File: config.mk
export PLATFORM = sky130hd
export DESIGN_NAME = polar_sc_schedule_ctrl
export DESIGN_NICKNAME = d
export VERILOG_FILES = /design/src/rtl/polar_dec_pkg.sv /design/src/rtl/polar_stage_start.sv /design/src/rtl/polar_sc_schedule_ctrl.sv
export SDC_FILE = /design/constraint.sdc
export NUM_CORES = 1
export LEC_CHECK = 0
export CAP_MARGIN = 30
export CORE_ASPECT_RATIO = 0.8
export CORE_MARGIN = 5
export CORE_UTILIZATION = 50
export DETAILED_ROUTE_END_ITERATION = 8
export PLACE_DENSITY = 0.86
export SYNTH_ARGS = -nofsm -noshare
export SYNTH_HDL_FRONTEND = slang
export SYNTH_SLANG_ARGS = --single-unit
File: constraint.sdc
create_clock -name clk -period 3.4 [get_ports clk]
set_input_delay 0.34 -clock clk [delete_from_list [all_inputs] [get_ports clk]]
set_output_delay 0.34 -clock clk [all_outputs]
set_load 0.05 [all_outputs]
File: src/rtl/polar_dec_pkg.sv
// polar_dec_pkg
// Shared types and helpers for the SC polar decoder schedule controller.
//   state_t      : controller FSM states (IDLE encodes as zero).
//   op_t         : PE operation type, f or g.
//   ctz()        : count trailing zeros; selects the first stage of a bit's walk.
//   region_base(): base address of a stage's region in the intermediate RAM.
//   stage_beats(): number of beats a stage needs with a given lane count.
package polar_dec_pkg;

    typedef enum logic [2:0] {
        ST_IDLE      = 3'd0,
        ST_STAGE_OP  = 3'd1,
        ST_FROZEN_RD = 3'd2,
        ST_DECIDE    = 3'd3,
        ST_DONE      = 3'd4
    } state_t;

    typedef enum logic {
        OP_F = 1'b0,
        OP_G = 1'b1
    } op_t;

    // Returns 0 for x==0; callers only use it for non-zero bit indices.
    function automatic int ctz(input logic [31:0] x);
        int cnt;
        cnt = 0;
        for (int k = 31; k >= 0; k--) begin
            if (x[k]) cnt = k;
        end
        return cnt;
    endfunction

    // Stage s writes 2^s LLRs starting at address 2^s; address 0 is never used.
    function automatic int unsigned region_base(input int unsigned s);
        return 32'd1 << s;
    endfunction

    function automatic int unsigned stage_beats(input int unsigned s, input int unsigned p);
        return ((32'd1 << s) + p - 32'd1) / p;
    endfunction

endpackage

File: src/rtl/polar_stage_start.sv
// polar_stage_start
// Combinational helper: for a bit index i, gives the stage where its LLR-tree
// walk begins and whether that first stage is a g operation.
//   bit_idx     : bit index i
//   start_stage : n-1 for i==0, otherwise ctz(i)
//   first_op    : OP_F for i==0, otherwise OP_G
module polar_stage_start
    import polar_dec_pkg::*;
#(
    parameter int LOG_N   = 10,
    parameter int STAGE_W = 4
) (
    input  logic [LOG_N-1:0]   bit_idx,
    output logic [STAGE_W-1:0] start_stage,
    output op_t                first_op
);

    always_comb begin
        start_stage = STAGE_W'(LOG_N - 1);
        first_op    = OP_F;
        if (bit_idx != '0) begin
            start_stage = STAGE_W'(ctz(32'(bit_idx)));
            first_op    = OP_G;
        end
    end

endmodule

File: src/rtl/polar_sc_schedule_ctrl.sv
// polar_sc_schedule_ctrl
// Successive-cancellation schedule controller. For every bit i it walks the LLR
// tree from its start stage down to stage 0, issuing P-lane f/g beats with read
// and write addresses, then reads the frozen flag and issues a decision request.
//
// Handshakes: a beat (op_*) or a decision request (dec_*) transfers on the rising
// edge where valid && ready. While valid is high and ready is low every field of
// that channel holds; valid never drops before the transfer. All outputs are
// decoded from registers only, so ready never reaches an output combinationally.
//
// Ports:
//   clk, reset (async, active low), start (accepted in IDLE only)
//   busy            : controller is not in IDLE
//   op_valid/ready  : f/g beat channel; op_is_g, op_stage, op_src_sel,
//                     op_rd_addr (lane-0 operand a), op_wr_addr, op_lane_mask,
//                     op_last (stage-0 beat of the current bit)
//   frozen_rd_addr  : frozen RAM address (held at i), frozen_data returned 1 cycle later
//   dec_valid/ready : decision channel; dec_frozen, dec_bit_idx
//   done            : one-cycle pulse after the last bit's decision
//   dbg_state       : current FSM state
module polar_sc_schedule_ctrl
    import polar_dec_pkg::*;
#(
    parameter  int CODE_LENGTH = 1024,
    parameter  int PE_NUM      = 4,
    localparam int LOG_N       = $clog2(CODE_LENGTH),
    localparam int STAGE_W     = $clog2(LOG_N)
) (
    input  logic               clk,
    input  logic               reset,
    input  logic               start,
    output logic               busy,
    output logic               op_valid,
    input  logic               op_ready,
    output logic               op_is_g,
    output logic [STAGE_W-1:0] op_stage,
    output logic               op_src_sel,
    output logic [LOG_N-1:0]   op_rd_addr,
    output logic [LOG_N-1:0]   op_wr_addr,
    output logic [PE_NUM-1:0]  op_lane_mask,
    output logic               op_last,
    output logic [LOG_N-1:0]   frozen_rd_addr,
    input  logic               frozen_data,
    output logic               dec_valid,
    input  logic               dec_ready,
    output logic               dec_frozen,
    output logic [LOG_N-1:0]   dec_bit_idx,
    output logic               done,
    output state_t             dbg_state
);

    state_t               state_q, state_d;
    logic [LOG_N-1:0]     bit_q, bit_d;
    logic [STAGE_W-1:0]   stage_q, stage_d;
    logic [LOG_N-1:0]     j_q, j_d;
    op_t                  op_q, op_d;
    logic                 frz_q;

    logic [LOG_N-1:0]     ss_idx;
    logic [STAGE_W-1:0]   ss_stage;
    op_t                  ss_op;
    logic [LOG_N:0]       stage_size;
    logic [LOG_N:0]       up_base;
    logic                 last_beat;

    // Start stage of the bit about to be walked: 0 when leaving IDLE, i+1 after a decision.
    polar_stage_start #(
        .LOG_N   (LOG_N),
        .STAGE_W (STAGE_W)
    ) u_stage_start (
        .bit_idx     (ss_idx),
        .start_stage (ss_stage),
        .first_op    (ss_op)
    );

    always_ff @(posedge clk or negedge reset) begin
        if (!reset) begin
            state_q <= ST_IDLE;
            bit_q   <= '0;
            stage_q <= '0;
            j_q     <= '0;
            op_q    <= OP_F;
            frz_q   <= 1'b0;
        end else begin
            state_q <= state_d;
            bit_q   <= bit_d;
            stage_q <= stage_d;
            j_q     <= j_d;
            op_q    <= op_d;
            // frozen_rd_addr has been at i since the walk began, so the RAM
            // output during FROZEN_RD already belongs to bit i.
            if (state_q == ST_FROZEN_RD) frz_q <= frozen_data;
        end
    end

    always_comb begin
        state_d = state_q;
        bit_d   = bit_q;
        stage_d = stage_q;
        j_d     = j_q;
        op_d    = op_q;
        ss_idx  = (state_q == ST_IDLE) ? '0 : bit_q + LOG_N'(1);

        op_valid       = 1'b0;
        op_is_g        = 1'b0;
        op_stage       = '0;
        op_src_sel     = 1'b0;
        op_rd_addr     = '0;
        op_wr_addr     = '0;
        op_lane_mask   = '0;
        op_last        = 1'b0;
        frozen_rd_addr = '0;
        dec_valid      = 1'b0;
        dec_frozen     = 1'b0;
        dec_bit_idx    = '0;
        done           = 1'b0;
        busy           = (state_q != ST_IDLE);
        dbg_state      = state_q;

        stage_size = (LOG_N+1)'(region_base(32'(stage_q)));
        up_base    = stage_size << 1;
        // Final beat of a stage once the lanes cover the remaining 2^s outputs.
        last_beat  = ({1'b0, j_q} + (LOG_N+1)'(PE_NUM)) >= stage_size;

        if (state_q != ST_IDLE) frozen_rd_addr = bit_q;

        case (state_q)
            ST_IDLE: begin
                if (start) begin
                    state_d = ST_STAGE_OP;
                    bit_d   = '0;
                    stage_d = ss_stage;
                    op_d    = ss_op;
                    j_d     = '0;
                end
            end
            ST_STAGE_OP: begin
                op_valid   = 1'b1;
                op_is_g    = (op_q == OP_G);
                op_stage   = stage_q;
                op_last    = (stage_q == '0);
                op_wr_addr = stage_size[LOG_N-1:0] + j_q;
                // The top stage reads channel LLRs; lower stages read the parent region.
                if (stage_q == STAGE_W'(LOG_N - 1)) begin
                    op_src_sel = 1'b0;
                    op_rd_addr = j_q;
                end else begin
                    op_src_sel = 1'b1;
                    op_rd_addr = up_base[LOG_N-1:0] + j_q;
                end
                if (stage_size >= (LOG_N+1)'(PE_NUM)) op_lane_mask = '1;
                else op_lane_mask = (PE_NUM'(1) << stage_size) - PE_NUM'(1);

                if (op_ready) begin
                    if (!last_beat) begin
                        j_d = j_q + LOG_N'(PE_NUM);
                    end else if (stage_q == '0) begin
                        j_d     = '0;
                        state_d = ST_FROZEN_RD;
                    end else begin
                        j_d     = '0;
                        stage_d = stage_q - STAGE_W'(1);
                        op_d    = OP_F;
                    end
                end
            end
            ST_FROZEN_RD: begin
                state_d = ST_DECIDE;
            end
            ST_DECIDE: begin
                dec_valid   = 1'b1;
                dec_frozen  = frz_q;
                dec_bit_idx = bit_q;
                if (dec_ready) begin
                    if (bit_q == LOG_N'(CODE_LENGTH - 1)) begin
                        state_d = ST_DONE;
                    end else begin
                        state_d = ST_STAGE_OP;
                        bit_d   = bit_q + LOG_N'(1);
                        stage_d = ss_stage;
                        op_d    = ss_op;
                        j_d     = '0;
                    end
                end
            end
            ST_DONE: begin
                done    = 1'b1;
                state_d = ST_IDLE;
            end
            default: begin
                state_d = ST_IDLE;
            end
        endcase
    end

endmodule
## Yosys cells after proc, flatten, opt, wreduce, memory -nomap -nowiden

Index checks and enable logic that the tools add are counted.

- Bits in registers: 29
- Bits of input ports: 6
- Output and inout bits: 59
- Logic and storage cells: 99

- Add/subtract/negate cells: 7
- $lt $le $gt $ge: 2
- Equal/unequal tests: 13
- Shifts and indexed selects: 2
- Multiplexer cells: 59
- Reductions and logical operators: 10

Operators by type and width:

| kind | number |
|---|---|
| 10-bit two-way mux | 13 |
| 4-bit two-way mux | 20 |
| 10-bit case mux with 3 select lines | 1 |
| 10-bit adder | 2 |
| 10-bit case mux with 2 select lines | 1 |
| 3-bit two-way mux | 6 |
| 1-bit two-way mux | 15 |
| 2-bit inequality test, second input constant | 7 |
| 3-bit case mux with 4 select lines | 1 |
| 4-bit case mux with 3 select lines | 1 |
| 10-bit by 3-bit adder with 11-bit output, second input constant | 1 |
| 11-bit greater-or-equal comparator | 1 |
| 11-bit by 3-bit greater-or-equal comparator with 1-bit output, second input constant | 1 |
| 1-bit by 11-bit left shift with 4-bit output, first input constant | 1 |
| 1-bit by 4-bit left shift with 11-bit output, first input constant | 1 |
| 10-bit by 1-bit adder with 10-bit output, second input constant | 1 |
| 10-bit by 3-bit adder with 10-bit output, second input constant | 1 |
| 10-bit equality test, second input constant | 1 |
| 5-bit AND reduction | 2 |
| 10-bit nonzero test | 1 |
| 7-bit AND reduction | 1 |
| 3-bit by 2-bit equality test with 1-bit output, second input constant | 2 |
| 3-bit nonzero test | 2 |
| 4-bit equality test, second input constant | 1 |
| 9 further kinds | 9 |

## Longest topological paths before layout

- Word-level depth: 16
- Depth in mapped cells: 12
- Mapped depth without buffers: 11

## Hierarchy

A second synthesis with hierarchy kept.

- Cell total of the unflattened synthesis: 419
- Area, all modules: 3,181.8 sq um

Modules (own cells, without submodules):

| module | times used | cells each | area an instance (sq um) | seq. area each (sq um) |
|---|---|---|---|---|
| polar_sc_schedule_ctrl | 1 | 402 | 3,070.4 | 675.6 |
| polar_stage_start | 1 | 17 | 111.4 | 0.0 |

## Worst setup path before layout

Ideal clock, no wire load.

- Kind: register -> output
- Start point: reg stage_q[0]
- End point: out op_wr_addr[8]
- Data arrival time: 3,219 ps
- Data required time: 3,060 ps
- Path slack: -159 ps
- Stages on the path, launching flop included: 12
- Buffers on the path: 0
- Cells stage by stage: dfrtp_1 -> inv_1 -> ha_1 -> nand2_1 -> inv_1 -> ha_1 -> a21o_1 -> a21oi_1 -> o21bai_1 -> a2111oi_0 -> nor3_1 -> nor3b_1

- Cells in the longest elaborated chain, start to end: 3

Ends and longest elaborated chain:

| item | RTL line | RTL |
|---|---|---|
| start: declaration | polar_sc_schedule_ctrl.sv:54 | `logic [STAGE_W-1:0] stage_q, stage_d;` |
| start signal: assignment | polar_sc_schedule_ctrl.sv:87 | `stage_q <= stage_d;` |
| 1-bit by 4-bit left shift with 11-bit output | polar_dec_pkg.sv:35 | `return 32'd1 << s;` |
| 10-bit adder | polar_sc_schedule_ctrl.sv:142 | `op_wr_addr = stage_size[LOG_N-1:0] + j_q;` |
| 10-bit two-way mux | polar_sc_schedule_ctrl.sv:127 | `case (state_q)` |
| end: declaration | polar_sc_schedule_ctrl.sv:39 | `output logic [LOG_N-1:0] op_wr_addr,` |

No other way between the ends.

## Worst setup path in the final report

- Start point: reg stage_q[0]
- End point: out op_wr_addr[9]

The elaborated chain is that of the path after synthesis.

==> run summary <==
status: finished clean
r2r worst-path depth: 12
final setup violation count: 0
Seq. cell area: 683 µm²
WP data required: 3.06 ns
Final Hold Fails: 0
Die Span X: 100 µm
GRT Overall Usage: 23.1%
filler instances: 526
CTS sink count: 27
most common flop cell mapped by yosys: dfrtp_1
1st-iter DRT viols: 365
gr ovfl total: 0
GP Congestion: 0.945
Clock Pin Slew Worst Setup and Hold Paths: 0.09 ns
Top Ports: 65
asr flop ratio synth: 100%
clk buf depth: 2
Worst Skew: 0.00371 ns
final WL: 9.59 mm
Yosys reg bits: 27
CP Data Arrival Time: 2.94 ns
TritonRoute pass-1 iters: 7
fin crit period: 3.28 ns
fin nets: 532
routed len/inst: 16.6 µm
yosys warns: 0
initial antenna violation count: 0
height of the die: 82.1 µm
Inserted Diodes: 0
Post-synth EDFFs: 0
drt via density: 6.06
num rows: 26
post-synth top area share: 20.8%
met1 WL: 4.28 mm
worst slew pin tran: 0.558 ns
worst skew pair latency: 0.28 ns
Tcrit/Tclk final: 96.6%
synthesized area per cell: 7.47 µm²
dominant cells by area after synthesis: dfrtp_1 (21%), ha_1 (12%), nand2_1 (5.2%)
Crit Reg-Reg Endpoint: j_q[8]
vias: 3489
core area: 0.00634 mm²
cts hold-fix bufs: 0
setup slack after layout: 0.116 ns
number of buffers created by CTS: 3
Post-Syn Area: 0.00325 mm²
clk root buf: clkbuf_8
Max VDD drop: 0.588 mV
vias in the first global route: 3247
Synth-to-Final Area Change: 30.3%
I/O Buffers: 63
total power: 3.99 mW
global-route wire length before repair: 15.6 mm
layout cells sized above 1: 15.0%
Synth area leader: dfrtp_1
startpoint types: flip-flop
Setup Buffers After CTS: 0
Starting Density: 51.2%
CTS tree: built
Syn Inst Count: 435
fin cells: 576
Worst R2R Setup Slack: 0.19 ns
antenna-violating nets left: 0
CTS H-tree depth: 1
Lkg Pwr: 1.93 nW
Crit. End Element: primary output
Placed Instances: 572
die area: 0.00822 mm²
drt drc: 0
CP max FO: 4
WS Path Type: flip-flop to primary output
DR top layer: met4
maximum capacitance violations: 0
Slew headroom: 62.8%
P per Cell Area: 943 mW/mm²
register area share after synthesis: 20.8%
Post-DP HPWL: 7.29 mm
WL met2: 4.37 mm
Met3 Wirelength: 865 µm
Max Fclk: 304 MHz
type of the tightest min-delay check: input pin to asynchronous set/reset pin
post-synthesis cell type count: 64
max-slew violations: 0
pre-CTS WS: 0.213 ns
area of the multi-input gates: 0.00252 mm²
largest net degree at the start of global routing: 28
r2r startpoint: j_q[2]
cell usage after synthesis, types with 2 or more instances:
master / number
nand2_1: 45
nor2_1: 35
a21oi_1: 32
ha_1: 32
o21ai_0: 31
dfrtp_1: 27
inv_1: 20
and2_1: 19
and3_1: 19
clkbuf_1: 18
xnor2_1: 15
nand3_1: 12
nor3_1: 9
a21o_1: 8
a31oi_1: 8
xor2_1: 8
nand2b_1: 7
nor4_1: 6
o31ai_1: 6
nand3b_1: 5
nor2b_1: 5
nor3b_1: 4
a211oi_1: 3
a41oi_1: 3
buf_2: 3
mux2_2: 3
nand4_1: 3
or2_2: 3
or3_1: 3
a2111oi_0: 2
a21bo_2: 2
conb_1: 2
nor2_2: 2
o211ai_1: 2
o21a_1: 2
o21bai_1: 2
o41ai_1: 2
power breakdown:
group,internal (mW),switching [mW]
combinational,1.20,2.06
sequential,0.395,0.152
clock,0.0841,0.103
area by class of cell:
class,count,share of cell area (%)
Tap cell,84,2.48
Timing Repair Buffer,75,19.0
Multi-Input combinational cell,365,59.5
Sequential cell,27,16.1
Inverter,21,1.86
Clock buffer,4,1.06
timing repair:
action                     in CTS  in global routing
hold endpoints to repair        0                  0
setup endpoints to repair       3                 10
resized for setup               7                 27
pin swaps                       0                  4
placed cells by master (no fill, tap or decap), types with 8 or more instances in the layout:
cell type / count
a21o_1: 8
a21oi_1: 27
and2_1: 19
and3_1: 19
buf_12: 10
buf_4: 19
clkdlybuf4s50_1: 46
dfrtp_1: 21
ha_1: 30
inv_1: 18
nand2_1: 45
nand3_1: 12
nor2_1: 34
nor3_1: 9
o21ai_0: 29
xnor2_1: 15
xor2_1: 8
cell families after synthesis:
group | count (synthesis) | synth area share (%)
flops | 27 | 20.8
buf+inv | 44 | 5.31
simple gates | 185 | 29.7
compound gates | 117 | 23.3
mux | 4 | 1.50
fa+ha+maj | 33 | 12.9
other cells | 2 | 0.231
xor+xnor | 23 | 6.20
state kept, by name, indices dropped and copies added, names as in the netlist:
name / cells
bit_q: 10
dbg_state: 3
frz_q: 1
j_q: 8
op_q: 1
stage_q: 4
layer usage:
layer  up-vias  GRT usage (%)
met5         -              0
met4         0           3.36
met3        10           3.78
met2       172           37.5
met1      1632           33.0
li1       1675              -
worst max-delay path: stages (launching register included):
cell and delay [ns]:
dfrtp_2 0.45, ha_1 0.28, nand2_1 0.11, inv_1 0.07, ha_1 0.32, a21o_1 0.21
a21oi_2 0.18, o21bai_1 0.14, a2111oi_2 0.36, o21ai_0 0.17, a21oi_2 0.20, buf_12 0.16
through the flow:
stage	instance area [µm²]	TNS [ns]	util, %	hold slack, ns
finish	4240	0	66.8	0.431
global route	4240	-0.101	66.8	0.480
CTS	4130	0	65.2	0.448
detailed placement	4070	0	64.2	0.491
global placement	4070	0	64.2	0.482
floorplan	3260	0	-	0.0444
how the worst max path moves through the flow:
stage                    start             to  slack (ns)
floorplan           stage_q[0]  op_rd_addr[9]        0.02
global placement    stage_q[2]  op_wr_addr[9]        0.26
detailed placement  stage_q[1]  op_rd_addr[9]        0.21
CTS                 stage_q[1]  op_wr_addr[9]      0.0002
global route        stage_q[0]  op_wr_addr[9]       -0.10
finish              stage_q[0]  op_wr_addr[9]        0.12
Power figures use the tool's default switching activity.
